**config.mk**
```make
export PLATFORM = sky130hd
export DESIGN_NAME = if_fetch_unit_flat
export DESIGN_NICKNAME = d
export VERILOG_FILES = /design/src/rtl/if_fetch_unit_if.sv /design/src/rtl/if_fetch_unit.sv /design/src/flat_wrapper.sv
export SDC_FILE = /design/constraint.sdc
export NUM_CORES = 1
export LEC_CHECK = 0
export CAP_MARGIN = 20
export CORE_AREA = 5 5 119 121
export CTS_CLUSTER_SIZE = 14
export DETAILED_ROUTE_END_ITERATION = 16
export DIE_AREA = 0 0 124 126
export PLACE_DENSITY = 0.84
export SYNTH_ARGS = -nofsm -noshare
export SYNTH_HDL_FRONTEND = slang
export SYNTH_SLANG_ARGS = --single-unit
```
**constraint.sdc**
```tcl
create_clock -name CLK -period 10.9 [get_ports CLK]
set_input_delay 2.725 -clock CLK [delete_from_list [all_inputs] [get_ports CLK]]
set_output_delay 2.725 -clock CLK [all_outputs]
set_load 0.005 [all_outputs]
```
**src/rtl/if_fetch_unit_if.sv**
```systemverilog
// Fetch-stage bus bundle: PC-register link, instruction-memory handshake
// and the instruction buffer head presented to decode.
interface if_fetch_unit_if #(
    parameter int ADDR_W = 32,
    parameter int DATA_W = 32
);
    logic [ADDR_W-1:0] curPC;
    logic              PCWre;
    logic              flush;
    logic              imem_req;
    logic [ADDR_W-1:0] imem_addr;
    logic              imem_gnt;
    logic              imem_rvalid;
    logic [DATA_W-1:0] imem_rdata;
    logic              inst_valid;
    logic [DATA_W-1:0] inst;
    logic [ADDR_W-1:0] inst_pc;
    logic              inst_ready;

    modport slave (
        input  curPC, flush, imem_gnt, imem_rvalid, imem_rdata, inst_ready,
        output PCWre, imem_req, imem_addr, inst_valid, inst, inst_pc
    );

    modport master (
        output curPC, flush, imem_gnt, imem_rvalid, imem_rdata, inst_ready,
        input  PCWre, imem_req, imem_addr, inst_valid, inst, inst_pc
    );
endinterface

```
**src/rtl/if_fetch_unit.sv**
```systemverilog
// Instruction fetch: one outstanding imem request at a time, PC advance via
// PCWre on grant, registered instruction FIFO toward decode, flush on redirect.
module if_fetch_unit #(
    parameter int ADDR_W     = 32,
    parameter int DATA_W     = 32,
    parameter int FIFO_DEPTH = 2
) (
    input logic           CLK,
    input logic           Reset,
    if_fetch_unit_if.slave bus
);
    localparam int PTR_W = $clog2(FIFO_DEPTH);
    localparam int CNT_W = PTR_W + 1;
    localparam logic [CNT_W-1:0] DEPTH_C = CNT_W'(FIFO_DEPTH);

    typedef enum logic [1:0] {IDLE, REQ, WAIT, DROP} state_t;

    state_t            r_state, w_next;
    logic [CNT_W-1:0]  r_count, w_cnt_next;
    logic [PTR_W-1:0]  r_rd, r_wr;
    logic [ADDR_W-1:0] r_req_pc;
    logic [DATA_W-1:0] r_data [FIFO_DEPTH];
    logic [ADDR_W-1:0] r_pc   [FIFO_DEPTH];
    logic              w_valid, w_push, w_pop, w_req, w_pcwre, w_room;

    // flush wins over any same-cycle push or pop
    assign w_valid    = (r_count != '0);
    assign w_pop      = w_valid & bus.inst_ready & ~bus.flush;
    assign w_push     = (r_state == WAIT) & bus.imem_rvalid & ~bus.flush;
    assign w_cnt_next = bus.flush ? '0 : r_count + CNT_W'(w_push) - CNT_W'(w_pop);
    assign w_room     = (w_cnt_next < DEPTH_C);

    always_comb begin
        w_next  = r_state;
        w_req   = 1'b0;
        w_pcwre = 1'b0;
        case (r_state)
            IDLE: if (w_room) w_next = REQ;
            REQ: begin
                w_req = ~bus.flush;
                if (w_req && bus.imem_gnt) begin
                    w_pcwre = 1'b1;
                    w_next  = WAIT;
                end
            end
            WAIT: begin
                if (bus.flush)            w_next = bus.imem_rvalid ? REQ : DROP;
                else if (bus.imem_rvalid) w_next = w_room ? REQ : IDLE;
            end
            DROP: if (bus.imem_rvalid) w_next = REQ;
            default: w_next = IDLE;
        endcase
    end

    always_ff @(posedge CLK or negedge Reset) begin
        if (!Reset) begin
            r_state  <= IDLE;
            r_count  <= '0;
            r_rd     <= '0;
            r_wr     <= '0;
            r_req_pc <= '0;
        end else begin
            r_state <= w_next;
            r_count <= w_cnt_next;
            if (bus.flush) begin
                r_rd <= '0;
                r_wr <= '0;
            end else begin
                if (w_push) r_wr <= r_wr + PTR_W'(1);
                if (w_pop)  r_rd <= r_rd + PTR_W'(1);
            end
            if (w_pcwre) r_req_pc <= bus.curPC;
        end
    end

    // Buffer storage needs no reset: entries are only visible while counted
    always_ff @(posedge CLK) begin
        if (w_push) begin
            r_data[r_wr] <= bus.imem_rdata;
            r_pc[r_wr]   <= r_req_pc;
        end
    end

    assign bus.imem_req   = w_req;
    assign bus.imem_addr  = (r_state == REQ) ? bus.curPC : '0;
    assign bus.PCWre      = w_pcwre;
    assign bus.inst_valid = w_valid;
    assign bus.inst       = w_valid ? r_data[r_rd] : '0;
    assign bus.inst_pc    = w_valid ? r_pc[r_rd]   : '0;
endmodule

```
**src/flat_wrapper.sv**
```systemverilog
// flat-port wrapper written by rule: the top's interface ports become plain ports
module if_fetch_unit_flat 
#(
    parameter int ADDR_W     = 32,
    parameter int DATA_W     = 32,
    parameter int FIFO_DEPTH = 2
)
  (CLK, Reset, bus_curPC, bus_flush, bus_imem_gnt, bus_imem_rvalid, bus_imem_rdata, bus_inst_ready, bus_PCWre, bus_imem_req, bus_imem_addr, bus_inst_valid, bus_inst, bus_inst_pc);
  if_fetch_unit_if #(.ADDR_W(ADDR_W), .DATA_W(DATA_W)) bus_i ();
  input logic CLK;
  input logic Reset;
  input wire logic [$bits(bus_i.curPC)-1:0] bus_curPC;
  input wire logic [$bits(bus_i.flush)-1:0] bus_flush;
  input wire logic [$bits(bus_i.imem_gnt)-1:0] bus_imem_gnt;
  input wire logic [$bits(bus_i.imem_rvalid)-1:0] bus_imem_rvalid;
  input wire logic [$bits(bus_i.imem_rdata)-1:0] bus_imem_rdata;
  input wire logic [$bits(bus_i.inst_ready)-1:0] bus_inst_ready;
  output wire logic [$bits(bus_i.PCWre)-1:0] bus_PCWre;
  output wire logic [$bits(bus_i.imem_req)-1:0] bus_imem_req;
  output wire logic [$bits(bus_i.imem_addr)-1:0] bus_imem_addr;
  output wire logic [$bits(bus_i.inst_valid)-1:0] bus_inst_valid;
  output wire logic [$bits(bus_i.inst)-1:0] bus_inst;
  output wire logic [$bits(bus_i.inst_pc)-1:0] bus_inst_pc;
  assign bus_i.curPC = bus_curPC;
  assign bus_i.flush = bus_flush;
  assign bus_i.imem_gnt = bus_imem_gnt;
  assign bus_i.imem_rvalid = bus_imem_rvalid;
  assign bus_i.imem_rdata = bus_imem_rdata;
  assign bus_i.inst_ready = bus_inst_ready;
  assign bus_PCWre = bus_i.PCWre;
  assign bus_imem_req = bus_i.imem_req;
  assign bus_imem_addr = bus_i.imem_addr;
  assign bus_inst_valid = bus_i.inst_valid;
  assign bus_inst = bus_i.inst;
  assign bus_inst_pc = bus_i.inst_pc;
  if_fetch_unit #(.ADDR_W(ADDR_W), .DATA_W(DATA_W), .FIFO_DEPTH(FIFO_DEPTH)) u_core (.CLK(CLK), .Reset(Reset), .bus(bus_i));
endmodule
```
==> summary.md <==
| Metric | Value |
|---|---|
| Critical Path Max Stage Delay | between 0.7 and 0.8 ns |
| Number of global-route vias before repair | 4,137 |
| Die area | approximately 0.016 mm2 |
| Final worst path period share | a little over two thirds |
| H-tree Lvls | 4 |
| Initial antenna violation count | 0 |
| Die Y | 126 um |
| Worst VDD drop | roughly 0.13 mV |
| Total power | ~1800 uW |
| DRC Markers | 0 |
| Antenna violation net count after detailed routing | 0 |
| Fillers | 905 |
| CP arrival | a little under 5 ns |
| Syn avg cell area | approximately 16 um2 |
| Setup WS pre-CTS | about 3.3 ns |
| Startpoint types | input pin |
| Top Ports | around 170 |
| CP Capture Type | primary output |
| CTS tree | done |
| Std cell rows | 42 |
| Pint | 1400 uW |
| Sw Pwr | between 400 and 500 uW |
| Synth Register Bits | approximately 170 |
| Adder-Cell Fraction of Synth Area | between 1 and 1.5% |
| Crit-path slowest cell | clkdlybuf4s50_1 |
| Top cells by area, synth | edfxtp_1, dfrtp_1, mux2i_1 |
| Setup ws final | between 3 and 4 ns |
| Status | completed |
| Cell taking the most area after synthesis | edfxtp_1 |
| Share of cells above drive strength 1 | 11.9% |
| Total GRT Usage | 17.3% |
| Pin count of the biggest net entering global routing | between 60 and 70 |
| Worst Tran Pin Value | slightly above 0.9 ns |
| First-pass GRT wire length | around 20,000 um |
| Fin Clk Skew | just under 0.008 ns |
| Net Sw Frac | between 20% and 30% |
| 1st-iter DRT viols | between 200 and 250 |
| CTS Root Buffer Type | clkbuf_16 |
| Final min period | approximately 7.6 ns |
| Overflow left after global routing | 0 |
| Reg clk slew, reported paths | ~0.060 ns |
| Count of input and output buffers | roughly 170 |
| Worst-Skew Late Latency | 0.41 ns |
| CTS Sinks | 166 |
| Slew Limit Fails | 0 |
| Fin. Hold Viols | 0 |
| Vias/cell | between 5 and 6 |
| Fraction of registers with async set/reset | a little under a quarter |
| Final instance area | just over 0.009 mm2 |
| CTS resizes | 0 |
| CP most frequent cell | clkdlybuf4s50_1 |
| Max cap viols | 0 |
| Post-synthesis simple-gate area fraction | under 10% |
| Synth Area in XOR/XNOR | 0.621% |
| DR vias | around 3,900 |
| WL/cell | 16.9 um |
| RSZ-0062 raised after global routing | no |
| Synth Area in Compound Gates | less than 1% |
| Area delta synth->final | 36.4% |
| Hold buffer count at cts | 0 |
| Mapped Cells | roughly 420 |
| Starting Density | approximately 50% |
| Max_slew headroom | around two fifths |
| # diodes | 0 |
| Library cells used by synthesis | 28 |
| Clock power frac | roughly a third |
| Final net count | roughly 670 |
| LEAKAGE | 0.00315 uW |
| Fmax | 131 MHz |
| Critical path cell sequence | clkdlybuf4s50_1 > and2b_2 > nand2_2 > inv_1 > clkdlybuf4s50_1 |
| Post-CTS Setup Inserts | 0 |
| Num CTS Buffers | 17 |
| Setup Total Neg Slack | 0 ns |
| Ys Warns | 0 |
| Sequential share of power | approximately 47% |
| Crit path required time | just over 8 ns |
| Post-synthesis mux area share | between 10% and 20% |
| Pwr/cell area | 203 mW/mm2 |
| Placed instance area | 0.00846 mm2 |
| Combinational power share | a little over a fifth |
| Worst-path maximum fanout | 33 |
| Setup CP Type | in -> out |
| Synthesized area | 0.00665 mm2 |
| Horiz. Die Dim | between 100 and 150 um |
| Main combinational cell family by area after synthesis | multiplexers |
| Syn Nets | roughly 500 |
| Post-synth EDFFs | ~130 |
| Longest Clk Path Bufs | 2 |
| Detailed Routing Iterations Pass 1 | 4 |
| Seq/Total Area, Yosys | between 70 and 80% |
| Top_reg_cell synth | edfxtp_1 |
| Routability cong. | between 0.7 and 0.8 |
| Core area | 0.0130 mm2 |
| Top-area cell type share of the netlist area | approximately 58% |
| DP Cell Count | 748 |
| Worst min-delay path class | reg -> reg |
| Final Setup Violations | 0 |
| Final Non-Filler Cells | 780 |
| Routed wire length | between 10,000 and 15,000 um |
| Hpwl dp | between 8000 and 9000 um |
## cell usage in the layout, fill, tap and decap left out, drive strengths merged, types with 2 or more instances in the layout
master           n
nor3             3
mux2i           65
clkbuf          17
edfxtp         128
bufinv           3
mux2            32
clkdlybuf4s50  167
nand2            3
ha               6
and2            33
inv             10
nor2            72
clkinv           7
buf              5
clkinvlp         3
xor2             2
dfrtp           38
## synthesized netlist by cell type (2+ instances only)
master,count
nor3_1,3
ha_1,6
buf_2,7
buf_1,5
nor2_1,71
xor2_1,2
clkbuf_8,3
clkbuf_1,5
mux2i_1,65
mux2_2,32
edfxtp_1,128
and2_1,33
nand2_1,2
dfrtp_1,38
inv_1,9
## sequential cells by signal, summed over array words and instances (netlist names)
| register | cells |
|---|---|
| u_core.r_data | 64 |
| u_core.r_pc | 64 |
| u_core.r_req_pc | 32 |
| u_core.r_count | 2 |
| u_core.r_state | 2 |
| u_core.r_rd | 1 |
| u_core.r_wr | 1 |
## worst max-delay path: cells and delay by family
family                 cells  cell delay, ns
buffers and inverters      3            1.28
AND/OR/NAND/NOR            2            0.87
## power by group through the flow
stage / clock network (uW) / registers (uW) / logic [uW]
6_report: 584 / 860 / 395
5_1_grt: 622 / 871 / 433
4_1_cts: 594 / 866 / 397
3_5_place_dp: 0 / 879 / 393
3_3_place_gp: 0 / 867 / 379
2_1_floorplan: 0 / 848 / 212
## cell families after synthesis
logic type                 after synthesis
and+or+nand+nor                        114
xor gates and xnor gates                 3
buffers and inverters                   30
AOI/OAI and AO/OA                        6
adders and majority gates                6
muxes                                   97
DFF                                    166
## worst paths after layout
path,start,endpoint,slack [ns],cells after the start
max,bus_flush,bus_PCWre,3.28,5
min,u_core.r_req_pc[5],u_core.r_pc[0][5],0.47,0
max reg2reg,u_core.r_state[1],u_core.r_req_pc[20],8.27,5
min reg2reg,u_core.r_req_pc[5],u_core.r_pc[0][5],0.47,0
max in group asynchronous,Reset,u_core.r_rd,7.83,1
min in group asynchronous,Reset,u_core.r_req_pc[17],2.43,1
## area by class of cell
type                    instances  area (um2)  area share, %
well taps                     176         220           2.43
clock buffers                  17         425           4.69
inverters                       9        33.8          0.372
multi-input cells             226        1710           18.9
repair buffers                172        1730           19.0
flip-flops and latches        166        4800           52.9
clock inverters                14         159           1.75
## layer usage
metal | up-vias | global-route usage [%] | part of all wire (%)
li1 | 1858 | - | -
met1 | 1902 | 20.3 | 40
met2 | 134 | 29.7 | 52
met3 | 19 | 5.16 | 6.7
met4 | 0 | 6.77 | 1.6
met5 | - | 0 | 0
## stage by stage
stage,util [%],hold slack (ns)
floorplan,-,0.437
global placement,65.2,0.443
detailed placement,65.2,0.452
CTS,69.7,0.465
global route,69.9,0.489
finish,69.9,0.466
(Power assumes the default switching activity.)
==> variant, RTL diff (same settings) <==
`DATA_W` is set to 32 in 3 places; all go to 40.
--- a/src/rtl/if_fetch_unit_if.sv
+++ b/src/rtl/if_fetch_unit_if.sv
@@ -2,7 +2,7 @@
 // and the instruction buffer head presented to decode.
 interface if_fetch_unit_if #(
     parameter int ADDR_W = 32,
-    parameter int DATA_W = 32
+    parameter int DATA_W = 40
 );
     logic [ADDR_W-1:0] curPC;
     logic              PCWre;
--- a/src/rtl/if_fetch_unit.sv
+++ b/src/rtl/if_fetch_unit.sv
@@ -2,7 +2,7 @@
 // PCWre on grant, registered instruction FIFO toward decode, flush on redirect.
 module if_fetch_unit #(
     parameter int ADDR_W     = 32,
-    parameter int DATA_W     = 32,
+    parameter int DATA_W     = 40,
     parameter int FIFO_DEPTH = 2
 ) (
     input logic           CLK,
--- a/src/flat_wrapper.sv
+++ b/src/flat_wrapper.sv
@@ -2,7 +2,7 @@
 module if_fetch_unit_flat 
 #(
     parameter int ADDR_W     = 32,
-    parameter int DATA_W     = 32,
+    parameter int DATA_W     = 40,
     parameter int FIFO_DEPTH = 2
 )
   (CLK, Reset, bus_curPC, bus_flush, bus_imem_gnt, bus_imem_rvalid, bus_imem_rdata, bus_inst_ready, bus_PCWre, bus_imem_req, bus_imem_addr, bus_inst_valid, bus_inst, bus_inst_pc);
Ports: changed (resized bus_imem_rdata and bus_inst); port bits go from 169 to 185. The function was not compared with the original's and may differ.
==> variant against the unedited design <==
Wire length grew 16%; count of clock-buffer cells in the layout is 4 higher; clock skew is 2.5 ps lower; worst setup slack improved by 580 ps; non-clock buffer count increased by 18; power grew 4.1%; area after synthesis rose by 8.9%; sequential cell count is 16 higher; cell area rose by 8.0%; critical path type unchanged; critical endpoint unchanged; largest power group unchanged; highest routed layer unchanged.
==> variant: results (changes against the unedited design) <==
largest net degree at the start of global routing 73 (was 66); Final Net Count 726 (was 668); Leakage 0.00338 uW (was 0.00315 uW); dpl cell area 0.00923 mm2 (was 0.00846 mm2); hold path start u_core.r_req_pc[2] (was u_core.r_req_pc[5]); Synth Net Count 539 (was 498); drt wl/cell 18.3 um (was 16.9 um); Slew headroom 0.330 (was 0.392); r2r startpoint u_core.r_count[0] (was u_core.r_state[1]); worst reg2reg endpoint u_core.r_state[0] (was u_core.r_req_pc[20]); first-pass GRT wire length 23800 um (was 20500 um); GRT Resource Usage Total 0.203 (was 0.173); Compound-Gate Fraction of Synth Area 0.00570 (was 0.00621); grt met1 use 0.245 (was 0.203); top cells by count, synth edfxtp_1, nor2_1, mux2i_1 (unchanged); ys async rst share 0.209 (was 0.229); gpl congestion 0.824 (was 0.741); dpl cells 798 (was 748); cell-internal power 1430 uW (was 1400 uW); first-iteration detailed-routing DRC count 244 (was 230); Worst Reg-to-Reg Cells 11 (was 5); Max stage delay on crit path 600 ps (was 720 ps); DR WL met2 7710 um (was 6830 um); Sequential Power Share 0.487 (was 0.468); Post-Route M1 WL 6000 um (was 5220 um); outcome finished, final reports clean (unchanged); layout cell share with drive strength beyond 1 0.0733 (was 0.119); Place WS 3840 ps (was 3290 ps); Max rail drop VDD 0.127 mV (was 0.133 mV); Clk power 567 uW (was 584 uW); R2R setup slack 8180 ps (was 8270 ps); sequential fraction of the synthesis area 0.728 (was 0.721); Synth Area in XOR/XNOR 0.00570 (was 0.00621); Tmin final 7030 ps (was 7620 ps); grt met2 use 0.339 (was 0.297); Hold Path Sink u_core.r_pc[0][2] (was u_core.r_pc[0][5]); clk_skew 5.27 ps (was 7.73 ps); met3 usage 0.0628 (was 0.0516); Initial DRT Pass Iterations 5 (was 4)
-- variant: cell types whose count changed after synthesis, sizes merged --
cell | before | now
edfxtp | 128 | 144
mux2i | 65 | 73
nor2 | 72 | 80
clkbuf | 8 | 10
buf | 13 | 12
-- variant: area by class of cell --
| type | count | area, um2 | share of cell area |
|---|---|---|---|
| clock buffers | 21 | 483 | 0.0493 |
| clock inverters | 11 | 72.6 | 0.00740 |
| inverters | 9 | 33.8 | 0.00345 |
| multi-input cells | 242 | 1830 | 0.186 |
| flip-flops and latches | 182 | 5280 | 0.538 |
| well taps | 176 | 220 | 0.0225 |
| repair buffers | 190 | 1890 | 0.193 |
-- variant: critical path: cells and delay by family --
family        cells  cell delay [ps]
buf+inv           3             1160
simple gates      2              410
-- variant: cells by family after synthesis --
group	count (synthesis)
DFF	182
and+or+nand+nor	122
muxes	105
buffers and inverters	31
AOI/OAI and AO/OA	6
adders and majority gates	6
xor gates and xnor gates	3
